File: config.mk
export PLATFORM = sky130hd
export DESIGN_NAME = bcd_to_bin16_seq
export DESIGN_NICKNAME = d
export VERILOG_FILES = /design/src/rtl/bcd_pkg.sv /design/src/rtl/bcd_mac10.sv /design/src/rtl/bcd_to_bin16_seq.sv
export SDC_FILE = /design/constraint.sdc
export NUM_CORES = 1
export LEC_CHECK = 0
export ABC_AREA = 1
export ABC_CLOCK_PERIOD_IN_PS = 4200
export CAP_MARGIN = 5
export CORE_MARGIN = 2
export CORE_UTILIZATION = 40
export DETAILED_ROUTE_END_ITERATION = 8
export HOLD_SLACK_MARGIN = 0.1
export PLACE_DENSITY = 0.72
export SLEW_MARGIN = 20
export SYNTH_ARGS = -nofsm -noshare
export SYNTH_HDL_FRONTEND = slang
export SYNTH_SLANG_ARGS = --single-unit
export TNS_END_PERCENT = 30
File: constraint.sdc
create_clock -name clk -period 4.2 [get_ports clk]
set_clock_uncertainty 0.05 [all_clocks]
set_input_delay 0.63 -clock clk [delete_from_list [all_inputs] [get_ports clk]]
set_output_delay 0.63 -clock clk [all_outputs]
set_load 0.02 [all_outputs]
File: src/rtl/bcd_pkg.sv
// bcd_pkg: shared definitions for the BCD conversion paths (the keypad-side
// BCD-to-binary converter and the display-side binary-to-BCD converter).
//   state_t       - converter FSM states
//   BCD_MAX_DIGIT - largest legal BCD digit value
//   MAX_MAG       - largest magnitude representable in the 16-bit binary domain
//   BCD_MINUS     - display code for a minus sign
//   BCD_BLANK     - display code for a blanked digit
//   ACC_W         - accumulator width; 99999 fits, so it never wraps
package bcd_pkg;

  typedef enum logic [1:0] {
    ST_IDLE,
    ST_CHECK,
    ST_ACCUM,
    ST_DONE
  } state_t;

  localparam logic [3:0]  BCD_MAX_DIGIT = 4'd9;
  localparam int unsigned MAX_MAG       = 65535;
  localparam logic [3:0]  BCD_MINUS     = 4'hA;
  localparam logic [3:0]  BCD_BLANK     = 4'hF;
  localparam int unsigned ACC_W         = 17;

  // True for the six non-decimal codes A..F.
  function automatic logic bcd_digit_bad(input logic [3:0] digit);
    return digit > BCD_MAX_DIGIT;
  endfunction

endpackage

File: src/rtl/bcd_mac10.sv
// bcd_mac10: combinational multiply-by-10 accumulate step, mac = acc*10 + digit.
//   acc   - running accumulator (ACC_W bits)
//   digit - next BCD digit, most-significant first
//   mac   - acc*10 + digit, truncated to ACC_W bits
// The truncation is unreachable in use: the largest 5-digit value, 99999,
// is below 2^17, and every intermediate accumulator is smaller still.
module bcd_mac10
  import bcd_pkg::*;
(
  input  logic [ACC_W-1:0] acc,
  input  logic [3:0]       digit,
  output logic [ACC_W-1:0] mac
);

  logic [ACC_W-1:0] acc_x8;
  logic [ACC_W-1:0] acc_x2;

  // acc*10 as two shifts and an add; no multiplier needed.
  assign acc_x8 = acc << 3;
  assign acc_x2 = acc << 1;
  assign mac    = acc_x8 + acc_x2 + {{(ACC_W-4){1'b0}}, digit};

endmodule

File: src/rtl/bcd_to_bin16_seq.sv
// bcd_to_bin16_seq: sequential 5-digit BCD (plus sign) to 16-bit binary
// converter for operand entry. One digit is folded in per cycle, MSD first,
// behind a start/busy/done handshake.
//   clk      - clock, all state on rising edge
//   rst_n    - asynchronous active-low reset
//   start    - request a conversion; only honoured while idle
//   d0..d4   - BCD digits, d0 = ones ... d4 = ten-thousands
//   sign_neg - 1 = negative operand
//   busy     - high whenever a conversion is in progress (state != IDLE)
//   done     - one-cycle pulse; results valid in this cycle and held afterwards
//   bin_out  - magnitude (saturates to 16'hFFFF on overflow)
//   sign_out - result sign, forced 0 for a zero magnitude
//   val_out  - 17-bit two's complement of {sign_out, bin_out}
//   invalid  - a captured digit was above 9
//   overflow - decimal value exceeded MAX_MAG
module bcd_to_bin16_seq #(
  parameter int unsigned NDIG    = 5,
  parameter int unsigned MAX_MAG = bcd_pkg::MAX_MAG
) (
  input  logic        clk,
  input  logic        rst_n,
  input  logic        start,
  input  logic [3:0]  d0,
  input  logic [3:0]  d1,
  input  logic [3:0]  d2,
  input  logic [3:0]  d3,
  input  logic [3:0]  d4,
  input  logic        sign_neg,
  output logic        busy,
  output logic        done,
  output logic [15:0] bin_out,
  output logic        sign_out,
  output logic [16:0] val_out,
  output logic        invalid,
  output logic        overflow
);

  import bcd_pkg::*;

  localparam int unsigned      IDX_W     = $clog2(NDIG);
  localparam logic [ACC_W-1:0] MAX_MAG_W = ACC_W'(MAX_MAG);
  localparam logic [IDX_W-1:0] IDX_MSD   = IDX_W'(NDIG - 1);

  // Captured operand and iteration state
  state_t                   state;
  state_t                   state_nxt;
  logic [NDIG-1:0][3:0]     dig_q;
  logic                     sign_q;
  logic [ACC_W-1:0]         acc_q;
  logic [ACC_W-1:0]         acc_nxt;
  logic [IDX_W-1:0]         idx_q;
  logic [IDX_W-1:0]         idx_nxt;

  // Control strobes from the next-state logic
  logic                     capture;
  logic                     load;
  logic                     any_bad;

  // Accumulate step and formatted result
  logic [ACC_W-1:0]         mac;
  logic [15:0]              res_bin;
  logic                     res_sign;
  logic [16:0]              res_val;
  logic                     res_invalid;
  logic                     res_overflow;

  bcd_mac10 u_mac10 (
    .acc   (acc_q),
    .digit (dig_q[idx_q]),
    .mac   (mac)
  );

  always_comb begin
    any_bad = 1'b0;
    for (int unsigned i = 0; i < NDIG; i++) begin
      if (bcd_digit_bad(dig_q[i])) any_bad = 1'b1;
    end
  end

  // Next-state logic
  always_comb begin
    state_nxt = state;
    acc_nxt   = acc_q;
    idx_nxt   = idx_q;
    capture   = 1'b0;
    load      = 1'b0;
    unique case (state)
      ST_IDLE: begin
        if (start) begin
          capture   = 1'b1;
          acc_nxt   = '0;
          idx_nxt   = IDX_MSD;
          state_nxt = ST_CHECK;
        end
      end
      ST_CHECK: begin
        if (any_bad) begin
          load      = 1'b1;
          state_nxt = ST_DONE;
        end else begin
          state_nxt = ST_ACCUM;
        end
      end
      ST_ACCUM: begin
        acc_nxt = mac;
        if (idx_q == '0) begin
          load      = 1'b1;
          state_nxt = ST_DONE;
        end else begin
          idx_nxt = idx_q - 1'b1;
        end
      end
      ST_DONE: begin
        state_nxt = ST_IDLE;
      end
      default: state_nxt = ST_IDLE;
    endcase
  end

  // Result formatting. The output registers are written on the edge that
  // enters DONE so that results are already valid in the cycle done is high.
  // A load from CHECK is always the invalid case; a load from ACCUM uses the
  // final accumulate value straight from the MAC.
  always_comb begin
    res_bin      = '0;
    res_sign     = 1'b0;
    res_invalid  = 1'b0;
    res_overflow = 1'b0;
    if (state == ST_CHECK) begin
      res_invalid = 1'b1;
    end else if (mac > MAX_MAG_W) begin
      res_bin      = '1;
      res_sign     = sign_q;
      res_overflow = 1'b1;
    end else begin
      res_bin  = mac[15:0];
      res_sign = sign_q & (mac != '0);
    end
    res_val = res_sign ? (~{1'b0, res_bin} + 17'd1) : {1'b0, res_bin};
  end

  always_ff @(posedge clk or negedge rst_n) begin
    if (!rst_n) begin
      state  <= ST_IDLE;
      dig_q  <= '0;
      sign_q <= 1'b0;
      acc_q  <= '0;
      idx_q  <= '0;
    end else begin
      state <= state_nxt;
      acc_q <= acc_nxt;
      idx_q <= idx_nxt;
      if (capture) begin
        dig_q  <= {d4, d3, d2, d1, d0};
        sign_q <= sign_neg;
      end
    end
  end

  // Result registers hold their value until the next conversion completes.
  always_ff @(posedge clk or negedge rst_n) begin
    if (!rst_n) begin
      bin_out  <= '0;
      sign_out <= 1'b0;
      val_out  <= '0;
      invalid  <= 1'b0;
      overflow <= 1'b0;
    end else if (load) begin
      bin_out  <= res_bin;
      sign_out <= res_sign;
      val_out  <= res_val;
      invalid  <= res_invalid;
      overflow <= res_overflow;
    end
  end

  assign busy = (state != ST_IDLE);
  assign done = (state == ST_DONE);

endmodule

======== After elaboration in Yosys (flattened, before gate mapping) ========
Cells that the tools add are included.
word-level totals
  input port bits ......................... 24
  flip-flop bits (word level) ............. 78
  output and inout port bits .............. 38
operators by class
  bitwise gates (word level) .............. 2
  reductions and logical operators ........ 8
  $add $sub $neg .......................... 4
  mux-type cells .......................... 29
  eq/ne operators ......................... 6
  order comparisons ....................... 7
operator list
  operator                                                         count
  2-to-1 mux 16 bit                                                3
  case mux 16 bit (2 select lines)                                 1
  greater-than comparator 4 bit, second input constant             5
  adder 17 x 1 -> 17 bit, second input constant                    1
  adder 17 bit                                                     1
  adder 17 x 4 -> 17 bit                                           1
  greater-than comparator 17 x 16 -> 1 bit, second input constant  1
  2-to-1 mux 17 bit                                                1
  inverter 16 -> 17 bit                                            1
  nonzero test 17 bit                                              1
  2-to-1 mux 1 bit                                                 15
  binary-select mux 4 bit (select 3 bit)                           1
  case mux 2 bit (4 select lines)                                  1
  2-to-1 mux 3 bit                                                 2
  inequality test 2 bit, second input constant                     3
  case mux 3 bit (2 select lines)                                  1
  == test 2 bit, second input constant                             2
  < comparator 3 x 4 -> 1 bit, second input constant               1
  2-to-1 mux 2 bit                                                 2
  2-to-1 mux 4 bit                                                 1
  AND reduction 2 bit                                              2
  nonzero test 2 bit                                               2
  zero test 3 bit                                                  1
  AND reduction 3 bit                                              1
  other kinds (5)                                                  5

======== Longest topological paths before layout ========
Gate-level depths: netlist (run 1).
  depth after elaboration ................. 9
  depth in mapped cells ................... 26
  mapped depth without buffers ............ 25

======== Modules after synthesis ========
From an unflattened synthesis (run 1), not the netlist that was laid out.
second synthesis, totals
  cells, all modules ...................... 704
  area, all modules ....................... 5097.4 um2
modules (own cells, without submodules)
  module            cells an instance  seq. area each (um2)  area an instance (um2)  instances
  bcd_to_bin16_seq  508                1951.9                3950.0                  1
  bcd_mac10         196                0.0                   1147.4                  1

======== Worst setup path after synthesis (run 1) ========
OpenSTA, ideal clock, no wires.
  path type ............................... register to register
  from .................................... reg idx_q[0]
  to ...................................... reg val_out[14]
  cell stages (with the launch flop) ...... 27
  clock period less this slack ............ 3699 ps
  required time ........................... 4033 ps
  data arrival time ....................... 3531 ps
  slack ................................... 501 ps
  path through ............................ dfrtp_1 > clkbuf_1 > a21oi_1 > o21ai_0 > a32o_1 > inv_1 > fa_1 > inv_1 > fa_1 > nand2_1 > nand2_1 > nand3_2 > nand2_2 > nand2_1 > nand2_1 > nand2_2 > buf_6 > nand3_2 > nand2_2 > ha_1 > nand2_1 > nor2_4 > nand4_1 > nand2_1 > nand2_1 > nand2_1 > nand2_1
on the way
  word-level cells in the longest chain between the ends .. 9
ends and longest elaborated chain
  element                                   line                     RTL
  from (decl)                               bcd_to_bin16_seq.sv:51   logic [IDX_W-1:0] idx_q;
  from (signal assigned)                    bcd_to_bin16_seq.sv:152  idx_q <= idx_nxt;
  binary-select mux 4 bit (select 3 bit)    bcd_to_bin16_seq.sv:69   .digit (dig_q[idx_q]),
  2-to-1 mux 4 bit (not written as such)    bcd_to_bin16_seq.sv:69
  adder 17 x 4 -> 17 bit                    bcd_mac10.sv:21          assign mac = acc_x8 + acc_x2 + {{(ACC_W-4){1'b0}}, digit};
  greater-than comparator 17 x 16 -> 1 bit  bcd_to_bin16_seq.sv:131  end else if (mac > MAX_MAG_W) begin
  2-to-1 mux 16 bit                         bcd_to_bin16_seq.sv:131
  2-to-1 mux 16 bit                         bcd_to_bin16_seq.sv:129  if (state == ST_CHECK) begin
  inverter 16 -> 17 bit                     bcd_to_bin16_seq.sv:139  res_val = res_sign ? (~{1'b0, res_bin} + 17'd1) : {1'b0, res_bin};
  adder 17 x 1 -> 17 bit                    bcd_to_bin16_seq.sv:139
  2-to-1 mux 17 bit                         bcd_to_bin16_seq.sv:139
  to (signal assigned)                      bcd_to_bin16_seq.sv:171  val_out <= res_val;
  to (decl)                                 bcd_to_bin16_seq.sv:33   output logic [16:0] val_out,
Parallel ways exist; a longest one is shown, timed or not. The select of a mux whose other input is x is not followed.
A chain may end at the register's enable or synchronous reset.

======== Worst setup path in the final report (run 1) ========
Same ends and word-level chain as after synthesis.

==> flow_summary.ini, run 1 <==
[status]
status = completed

[pwr]
powerDensity_mw_per_mm2 = 960.0
seq_power_share_pct = 21.9
power_leakage_nw = 3.281
clockPowerShare_pct = 14.1
p_sw_mw = 3.027
peakVddDrop_uv = 334.6
comb_power_share_pct = 64.0
swShare_pct = 50.28
internal_power_mw = 2.994

[timing]
finalCriticalPeriod_ps = 3916
finalSetupViolations = 0
relSlewSlack_pct = 35.48
finalSetupTns_ps = 0
final_max_slew_viol_count = 0
tightestPinTransition_ps = 967.8
hold_viol_final = 0
fmax_ghz = 0.2554
rsz0062_at_grt = false
fin_crit_sh_pct = 93.23

[critical_path]
critical_path_class = reg -> reg
required_ps = 4390
crit_fanout = 10
end_kind = flop
cp.arrival_ps = 4100
cp-start-kind = flop

[final_layout]
mostFrequentLayoutCells = nand2_1 (253), inv_1 (90), dfrtp_1 (77), clkdlybuf4s50_1 (60), nand3_1 (56)
diodes = 0
final_cells = 943
syn2layout_area_growth_pct = 22.75
nets = 829
layout_commonest_cell = nand2_1
drive_gt1_share_pct = 9.598

[clock_tree]
numCtsBuffers = 9
clk_pin_slew_ps = 60
root_buffer = clkbuf_16
insertion_delay_ps = 340
clockBufferDepth = 2
cts.sinks = 77
htree_levels = 3
cts_tree = built

[detailed_routing]
ant_nets = 0
drc_errors = 0
drt_wl_total_um = 12420
first_iter_violations = 448
wl_per_cell_um = 13.17
viasPerCell = 4.862
vias = 4585
first_pass_iters = 7

[floorplanning]
rows = 41
die_w_um = 117.0
coreArea_mm2 = 0.01257
die_y_um = 117.0
ios = 62
die_area_mm2 = 0.01369
initial_utilization_pct = 40.66

[synth]
synth_top_family_by_area = simple AND/OR/NAND/NOR gates
synth-compound-area-share_pct = 8.741
postSynthAreaPerCell_um2 = 7.258
synth_top_flop_cell = dfrtp_1
postSynthCellCount = 704
yosysTopAreaCell = dfrtp_1
synth_seq_area_share_pct = 37.71
synthSimpleGateAreaFrac_pct = 34.26
synth_xor_area_share_pct = 0.6856
async_flop_share_pct = 100.0
synth_edf_count = 0
synth_seq_cells = 77
synthMuxAreaShare_pct = 0
yosys.area_share.adder_pct = 9.598
synth_area_leaders = dfrtp_1 (38%), nand2_1 (19%), ha_1 (8.8%)
syn-num-nets = 766
synth_cell_types = 37
yosysWarnings = 0
synth_top_cell_area_share_pct = 37.71
syn-cell-area_mm2 = 0.005110

[place]
place_congestion = 0.8624
dp_cells = 925
portBuffers = 61
hpwl_um = 9327

[global_route]
grt_start_max_net_pins = 78
gr-total-overflow = 0
gr-usage-all-layers_pct = 18.85
grt_pass1_vias = 4168
grt_first_pass_wirelength_um = 20060
antenna_found_initial = 0

[run]
drv_cap = 0

[hold_path]
hp-class = in -> async
==> final timing paths <==
path / endpoint / startpoint / slack (ps) / depth (start not counted)
min in group clk: val_out[2]$_DFFE_PN0P_ / val_out[2]$_DFFE_PN0P_ / 430 / 2
hold reg to reg: val_out[2]$_DFFE_PN0P_ / val_out[2]$_DFFE_PN0P_ / 430 / 2
setup reg to reg: val_out[14]$_DFFE_PN0P_ / idx_q[0]$_DFFE_PN0P_ / 280 / 23
setup / recovery: val_out[14]$_DFFE_PN0P_ / idx_q[0]$_DFFE_PN0P_ / 280 / 23
hold / removal: bin_out[0]$_DFFE_PN0P_ / rst_n / 400 / 1
max in group asynchronous: dig_q[16]$_DFFE_PN0P_ / rst_n / 3080 / 1
==> worst max-delay path: stages (launching register included) <==
cell and delay [ps]:
dfrtp_1 430, buf_4 190, a21oi_1 130, o21ai_0 110
a32o_1 240, ha_1 270, ha_1 240, fa_1 420
nand2_1 90, nand2_1 100, nand3_2 100, nand2_2 60
nand2_2 80, nand2_1 90, nand2_4 120, nand2_1 110
nor2_1 220, inv_1 80, nand2_1 160, nand2_1 70
o21ai_0 240, nand2_1 80, nand2_1 60, nand2_1 50
==> power groups by stage <==
stage | Sequential, mW | Clock (mW) | Combinational, mW
finish | 1.32 | 0.849 | 3.86
global route | 1.35 | 0.899 | 4.32
CTS | 1.31 | 0.859 | 3.70
detailed placement | 1.32 | 0 | 3.67
global placement | 1.32 | 0 | 3.63
floorplan | 1.44 | 0 | 2.53
==> area by class of cell <==
class                      count  area, um^2
clock buffer                  10       239.0
clock inverter                 5       83.83
fill                        1256        6296
inverter                      94       356.6
multi-input combinational    515        2775
sequential                    77        1927
tap                          172       215.2
timing repair buffer          70       675.6
==> state kept, by name, summed over array words and instances (netlist names), 2 cells and up <==
register and flops:
dig_q 20, idx_q 3, acc_q 16, bin_out 16
state 2, val_out 16
==> cells in the mapped netlist, types with 2 or more instances <==
master,number
xnor2_1,2
o21ai_1,3
nor2_4,5
buf_6,2
dfrtp_1,77
a21oi_1,11
nand2_2,12
clkinv_1,2
nor3_1,3
clkbuf_1,10
nand3_1,56
buf_2,4
o22ai_1,14
a32o_1,3
inv_2,2
nor2_1,37
a21oi_4,2
nand4_1,7
xor2_1,2
nand2_1,260
nand3_2,10
fa_1,2
o21ai_0,39
inv_1,90
nor2_2,2
ha_1,36
==> cell families after synthesis <==
| group | count (synthesis) |
|---|---|
| buf+inv | 112 |
| fa+ha+maj | 38 |
| compound gates | 76 |
| flops | 77 |
| simple gates | 397 |
| xor+xnor | 4 |
==> metal layers <==
layer	track usage (%)	vias up	wire, um
met1	26.40	2072	5852
li1	-	2365	-
met2	29.29	137	5703
met3	4.840	11	722
met5	0	-	0
met4	4.784	0	139
==> timing repair <==
action / CTS / global route
endpoints found under the setup margin: 0 / 15
setup buffers: 0 / 3
gates resized for setup: 0 / 14
hold buffers: 0 / 0
==> per-stage QoR <==
| step | area, um^2 | hold slack (ps) | setup WS (ps) | utilization, % | power (mW) |
|---|---|---|---|---|---|
| final | 6272 | 395.6 | 284.3 | 49.91 | 6.021 |
| after global routing | 6272 | 447.1 | 23.86 | 49.91 | 6.569 |
| after CTS | 6193 | 432.1 | 114.9 | 49.28 | 5.869 |
| after detailed placement | 5871 | 415.9 | 145.0 | 46.71 | 4.995 |
| after global placement | 5871 | 414.8 | 311.1 | 46.71 | 4.947 |
| after floorplan | 5110 | 284.4 | 501.4 | - | 3.961 |
Power figures use the tool's default switching activity.
==> run 2, diff against run 1 <==
Settings changed: CORE_MARGIN 2 to 8.
==> run 2 against run 1 <==
Compared with the run above:
- sequential power hardly changed
- sequential share of layout area fell by 0.27 points
- hold slack got worse by 14 ps
- wire length up 2.7%
- total power rose by 1.9%
- final cell count rose by 0.42%
- largest cell class unchanged
- largest power group unchanged
- highest routed layer unchanged
==> flow_summary.ini, run 2 (same netlist as run 1, synthesis figures left out) <==
[timing]
tightestPinTransition_ps = 945.5
finalSetupTns_ps = 0
hold_viol_final = 0
rsz0062_at_grt = false
final_max_slew_viol_count = 0
finalSetupViolations = 0
finalCriticalPeriod_ps = 3860
relSlewSlack_pct = 36.97
fmax_ghz = 0.2591
fin_crit_sh_pct = 91.91
whs_ps = 381.6

[clock_tree]
htree_levels = 3
postCtsHoldBufs = 0
cts_tree = built
root_buffer = clkbuf_16
numCtsBuffers = 9
clockBufferDepth = 2
insertion_delay_ps = 340
cts.sinks = 77
clk_pin_slew_ps = 60

[hold_path]
hp-class = in -> async

[pwr]
powerDensity_mw_per_mm2 = 968.7
total_power_mw = 6.133
clockPowerShare_pct = 14.8
comb_power_share_pct = 63.6
internal_power_mw = 3.084
power_leakage_nw = 3.308
seq_power_share_pct = 21.5
p_sw_mw = 3.050
peakVddDrop_uv = 377.8
swShare_pct = 49.72

[detailed_routing]
ant_nets = 0
vias = 4673
drc_errors = 0
first_pass_iters = 5
wl_per_cell_um = 13.47
viasPerCell = 4.935
drt_wl_total_um = 12760
first_iter_violations = 356

[critical_path]
critPathMaxStageDelay_ps = 420
cp-start-kind = flop
rr_worst_depth = 23
crit_path_top_delay_cell = dfrtp_1
cp.arrival_ps = 4050
cp_common_cell = nand2_1
critPathBufInv = 2
cpLargestDelayFamily = simple AND/OR/NAND/NOR gates
required_ps = 4390
crit_fanout = 7
worstReg2RegStart = idx_q[1]$_DFFE_PN0P_
worstReg2RegEnd = val_out[14]$_DFFE_PN0P_
critical_path.cell_chain = clkinvlp_4, a21oi_1, o21ai_0, a32o_1, ha_1, ha_1, fa_2, nand2_1, nand2_1, nand3_2, nand2_2, nand2_1, nand2_1, nand2_4, nand2_1, nor2_1, inv_1, nand2_1, nand2_1, o21ai_0, nand2_1, nand2_1, nand2_1
critical_path_class = reg -> reg
end_kind = flop
r2r_slack_ps = 340

[global_route]
grt.met2_usage_pct = 25.77
top_usage_layer = met2
grt.met1_usage_pct = 21.19
grt.met3_usage_pct = 3.246
grt_first_pass_wirelength_um = 21620
gr-usage-all-layers_pct = 16.23
gr-total-overflow = 0
grt_pass1_vias = 4522
grt_start_max_net_pins = 78
antenna_found_initial = 0

[floorplanning]
die_w_um = 129.0
die_area_mm2 = 0.01665
initial_utilization_pct = 40.66
rows = 41
coreArea_mm2 = 0.01257
die_y_um = 129.0
ios = 62

[status]
status = completed

[place]
place_congestion = 0.8771
portBuffers = 61
dp_cells = 925
hpwl_um = 9655

[final_layout]
mostFrequentLayoutCells = nand2_1 (252), inv_1 (89), dfrtp_1 (76), clkdlybuf4s50_1 (60), nand3_1 (56)
layout_commonest_cell = nand2_1
nets = 832
post-route-util_pct = 50.37
diodes = 0
final_cells = 947
largest-register = dig_q
syn2layout_area_growth_pct = 23.90
largest_reg_flops = 20
drive_gt1_share_pct = 10.45
n_fill_cell = 1207

[run]
drv_cap = 0
run 2: metrics by stage:
stage | worst slack [ps] | cell area [um^2]
after global placement | 298.2 | 5871
after global routing | 13.12 | 6331
final | 339.9 | 6331
after detailed placement | 175.4 | 5871
after CTS | 152.6 | 6221
after floorplan | 501.4 | 5110
run 2: how the worst max path moves through the flow:
stage / start / end / slack [ps] / cells past startpoint
global placement: idx_q[1]$_DFFE_PN0P_ / val_out[12]$_DFFE_PN0P_ / 300 / 22
global route: idx_q[1]$_DFFE_PN0P_ / val_out[14]$_DFFE_PN0P_ / 10 / 24
floorplan: idx_q[0]$_DFFE_PN0P_ / val_out[14]$_DFFE_PN0P_ / 500 / 26
CTS: idx_q[2]$_DFFE_PN0P_ / val_out[12]$_DFFE_PN0P_ / 150 / 22
finish: idx_q[1]$_DFFE_PN0P_ / val_out[14]$_DFFE_PN0P_ / 340 / 23
detailed placement: idx_q[2]$_DFFE_PN0P_ / val_out[12]$_DFFE_PN0P_ / 180 / 22
run 2: area by class of cell:
class	instances	area [um^2]	area share, %
clock inverters	5	107.6	1.700
flip-flops and latches	77	1928	30.45
repair buffers	73	705.7	11.15
multi-input cells	515	2775	43.83
clock buffers	11	242.7	3.834
well taps	172	215.2	3.399
inverters	94	356.6	5.632
run 2: timing repair:
action / in CTS / in global routing
gates resized for setup: 0 / 20
endpoints found under the hold margin: 0 / 0
setup buffers: 0 / 6
endpoints found under the setup margin: 0 / 17
run 2: layer usage:
| metal | part of all wire, % | wire [um] | up-vias |
|---|---|---|---|
| li1 | - | - | 2377 |
| met1 | 46 | 5842 | 2123 |
| met2 | 46 | 5814 | 147 |
| met3 | 6.0 | 767 | 26 |
| met4 | 2.6 | 331 | 0 |
| met5 | 0 | 0 | - |
run 2: power by group through the flow:
| stage | sequential (mW) | combinational, mW | clock (mW) |
|---|---|---|---|
| finish | 1.32 | 3.90 | 0.910 |
| global route | 1.36 | 4.37 | 0.950 |
| CTS | 1.32 | 3.73 | 0.922 |
| detailed placement | 1.33 | 3.69 | 0 |
| global placement | 1.32 | 3.64 | 0 |
| floorplan | 1.44 | 2.53 | 0 |
==> run 3, diff against run 2 <==
--- a/config.mk
+++ b/config.mk
@@ -10,2 +10,4 @@
 export CAP_MARGIN = 5
+export CELL_PAD_IN_SITES_DETAIL_PLACEMENT = 1
+export CELL_PAD_IN_SITES_GLOBAL_PLACEMENT = 1
 export CORE_MARGIN = 8
@@ -14,3 +16,3 @@
 export HOLD_SLACK_MARGIN = 0.1
-export PLACE_DENSITY = 0.72
+export PLACE_DENSITY = 0.9
 export SLEW_MARGIN = 20
==> constraint.sdc (replaced) <==
create_clock -name clk -period 4.2 [get_ports clk]
set_clock_uncertainty 0.05 [all_clocks]
set_input_delay 0.84 -clock clk [delete_from_list [all_inputs] [get_ports clk]]
set_output_delay 0.84 -clock clk [all_outputs]
set_load 0.02 [all_outputs]
==> run 3 against run 2 <==
Compared with the run above:
- non-clock buffer count increased by 1
- count of clock-buffer cells in the layout unchanged
- sequential cell count unchanged
- worst setup slack got worse by 180 ps
- hold slack got worse by 54 ps
- via count increased by 10%
==> flow_summary.ini, run 3 (same netlist as run 1, synthesis figures left out) <==
[status]
status = completed

[final_layout]
layout_commonest_cell = nand2_1
mostFrequentLayoutCells = nand2_1 (246), inv_1 (89), dfrtp_1 (76), clkdlybuf4s50_1 (60), nand3_1 (54)
nets = 835
diodes = 0
final_cell_area_mm2 = 0.006432
largest_reg_flops = 20
largest-register = dig_q
drive_gt1_share_pct = 12.21
post-route-util_pct = 51.18
syn2layout_area_growth_pct = 25.88

[global_route]
antenna_found_initial = 0
grt.met2_usage_pct = 37.35
grt_pass1_vias = 5431
grt.met1_usage_pct = 22.89
grt_first_pass_wirelength_um = 27080
gr-usage-all-layers_pct = 20.66
grt.met3_usage_pct = 3.985
grt_start_max_net_pins = 78
gr-total-overflow = 0
top_usage_layer = met2

[place]
placed_area_mm2 = 0.005871
place_congestion = 0.8668
portBuffers = 61
dpl_worst_slack_ps = -79.08
hpwl_um = 12470

[critical_path]
crit_path_top_delay_cell = dfrtp_2
cp.arrival_ps = 4270
critical_path.cell_chain = buf_4, a21oi_1, o21ai_1, a32o_1, inv_1, fa_1, inv_1, fa_2, nand2_1, nand2_2, nand3_2, nand2_2, nand2_2, nand3_4, buf_4, nand3_1, nand2_2, nand2_1, nor2_2, nand3_2, nand2_2, buf_4, nand3_1, nand3_1
critPathMaxStageDelay_ps = 460
cp_common_cell = nand2_2
required_ps = 4430
cp-start-kind = flop
end_kind = flop
critical_path_class = reg -> reg
crit_fanout = 8

[floorplanning]
die_w_um = 129.0
ios = 62
rows = 41
die_y_um = 129.0
initial_utilization_pct = 40.66
coreArea_mm2 = 0.01257
die_area_mm2 = 0.01665

[clock_tree]
postCtsHoldBufs = 0
htree_levels = 3
clk_pin_slew_ps = 60
root_buffer = clkbuf_16
cts_tree = built
numCtsBuffers = 9
cts.sinks = 77
clockBufferDepth = 2
insertion_delay_ps = 350

[detailed_routing]
vias = 5140
ant_nets = 0
viasPerCell = 5.411
first_iter_violations = 300
first_pass_iters = 5
drc_errors = 0
drt_wl_total_um = 17890
wl_per_cell_um = 18.83

[timing]
hold_viol_final = 0
whs_ps = 327.7
finalCriticalPeriod_ps = 4039
relSlewSlack_pct = 49.14
setup_ws_ps = 161.4
final_max_slew_viol_count = 0
finalSetupViolations = 0
fin_crit_sh_pct = 96.16
tightestPinTransition_ps = 758.2
fmax_ghz = 0.2476

[run]
drv_cap = 0

[hold_path]
hp-class = in -> async
==> run 3: stage by stage <==
step	setup TNS, ps	cells
after CTS	0	941
after floorplan	0	704
final	0	950
after global placement	0	925
after global routing	-237.4	950
after detailed placement	-96.29	925
==> run 3: area by class of cell <==
cell class | instances | area (um^2)
clock buffer | 11 | 242.7
clock inverter | 5 | 107.6
timing repair buffer | 74 | 725.7
inverter | 94 | 355.3
fill | 1601 | 6136
multi-input combinational | 517 | 2858
tap | 172 | 215.2
sequential | 77 | 1928
==> run 3: routing by layer <==
| metal | vias up | share of wire, % | wire length (um) |
|---|---|---|---|
| li1 | 2393 | - | - |
| met1 | 2515 | 40 | 7134 |
| met2 | 179 | 52 | 9282 |
| met3 | 53 | 4.8 | 863 |
| met4 | 0 | 3.4 | 613 |
| met5 | - | 0 | 0 |
==> run 3: timing repair <==
action                                  in CTS  in global routing
buffers inserted                             0                  6
resized for setup                            8                 30
gates cloned                                 0                  2
endpoints found under the setup margin       8                 18
pin swaps                                    0                  5
==> run 3: worst max-delay path, delay by kind of cell, from the launching register on <==
family          cells  cell delay, ps
fa+ha+maj           2             640
buf+inv             5             690
simple gates       14            1690
flops               1             460
compound gates      3             450
==> run 3: path summary, 6_finish.rpt <==
kind | depth (start not counted) | end | slack [ps] | startpoint
setup / recovery | 24 | val_out[15]$_DFFE_PN0P_ | 160 | idx_q[0]$_DFFE_PN0P_
hold / removal | 1 | bin_out[8]$_DFFE_PN0P_ | 330 | rst_n
setup reg to reg | 24 | val_out[15]$_DFFE_PN0P_ | 160 | idx_q[0]$_DFFE_PN0P_
hold reg to reg | 2 | bin_out[5]$_DFFE_PN0P_ | 440 | bin_out[5]$_DFFE_PN0P_
max in group asynchronous | 2 | idx_q[0]$_DFFE_PN0P_ | 3160 | rst_n
min in group clk | 2 | bin_out[5]$_DFFE_PN0P_ | 440 | bin_out[5]$_DFFE_PN0P_
Power of run 3 is not shown: default switching activity piles up to over one toggle a cycle in this logic, so the estimate is an artifact.
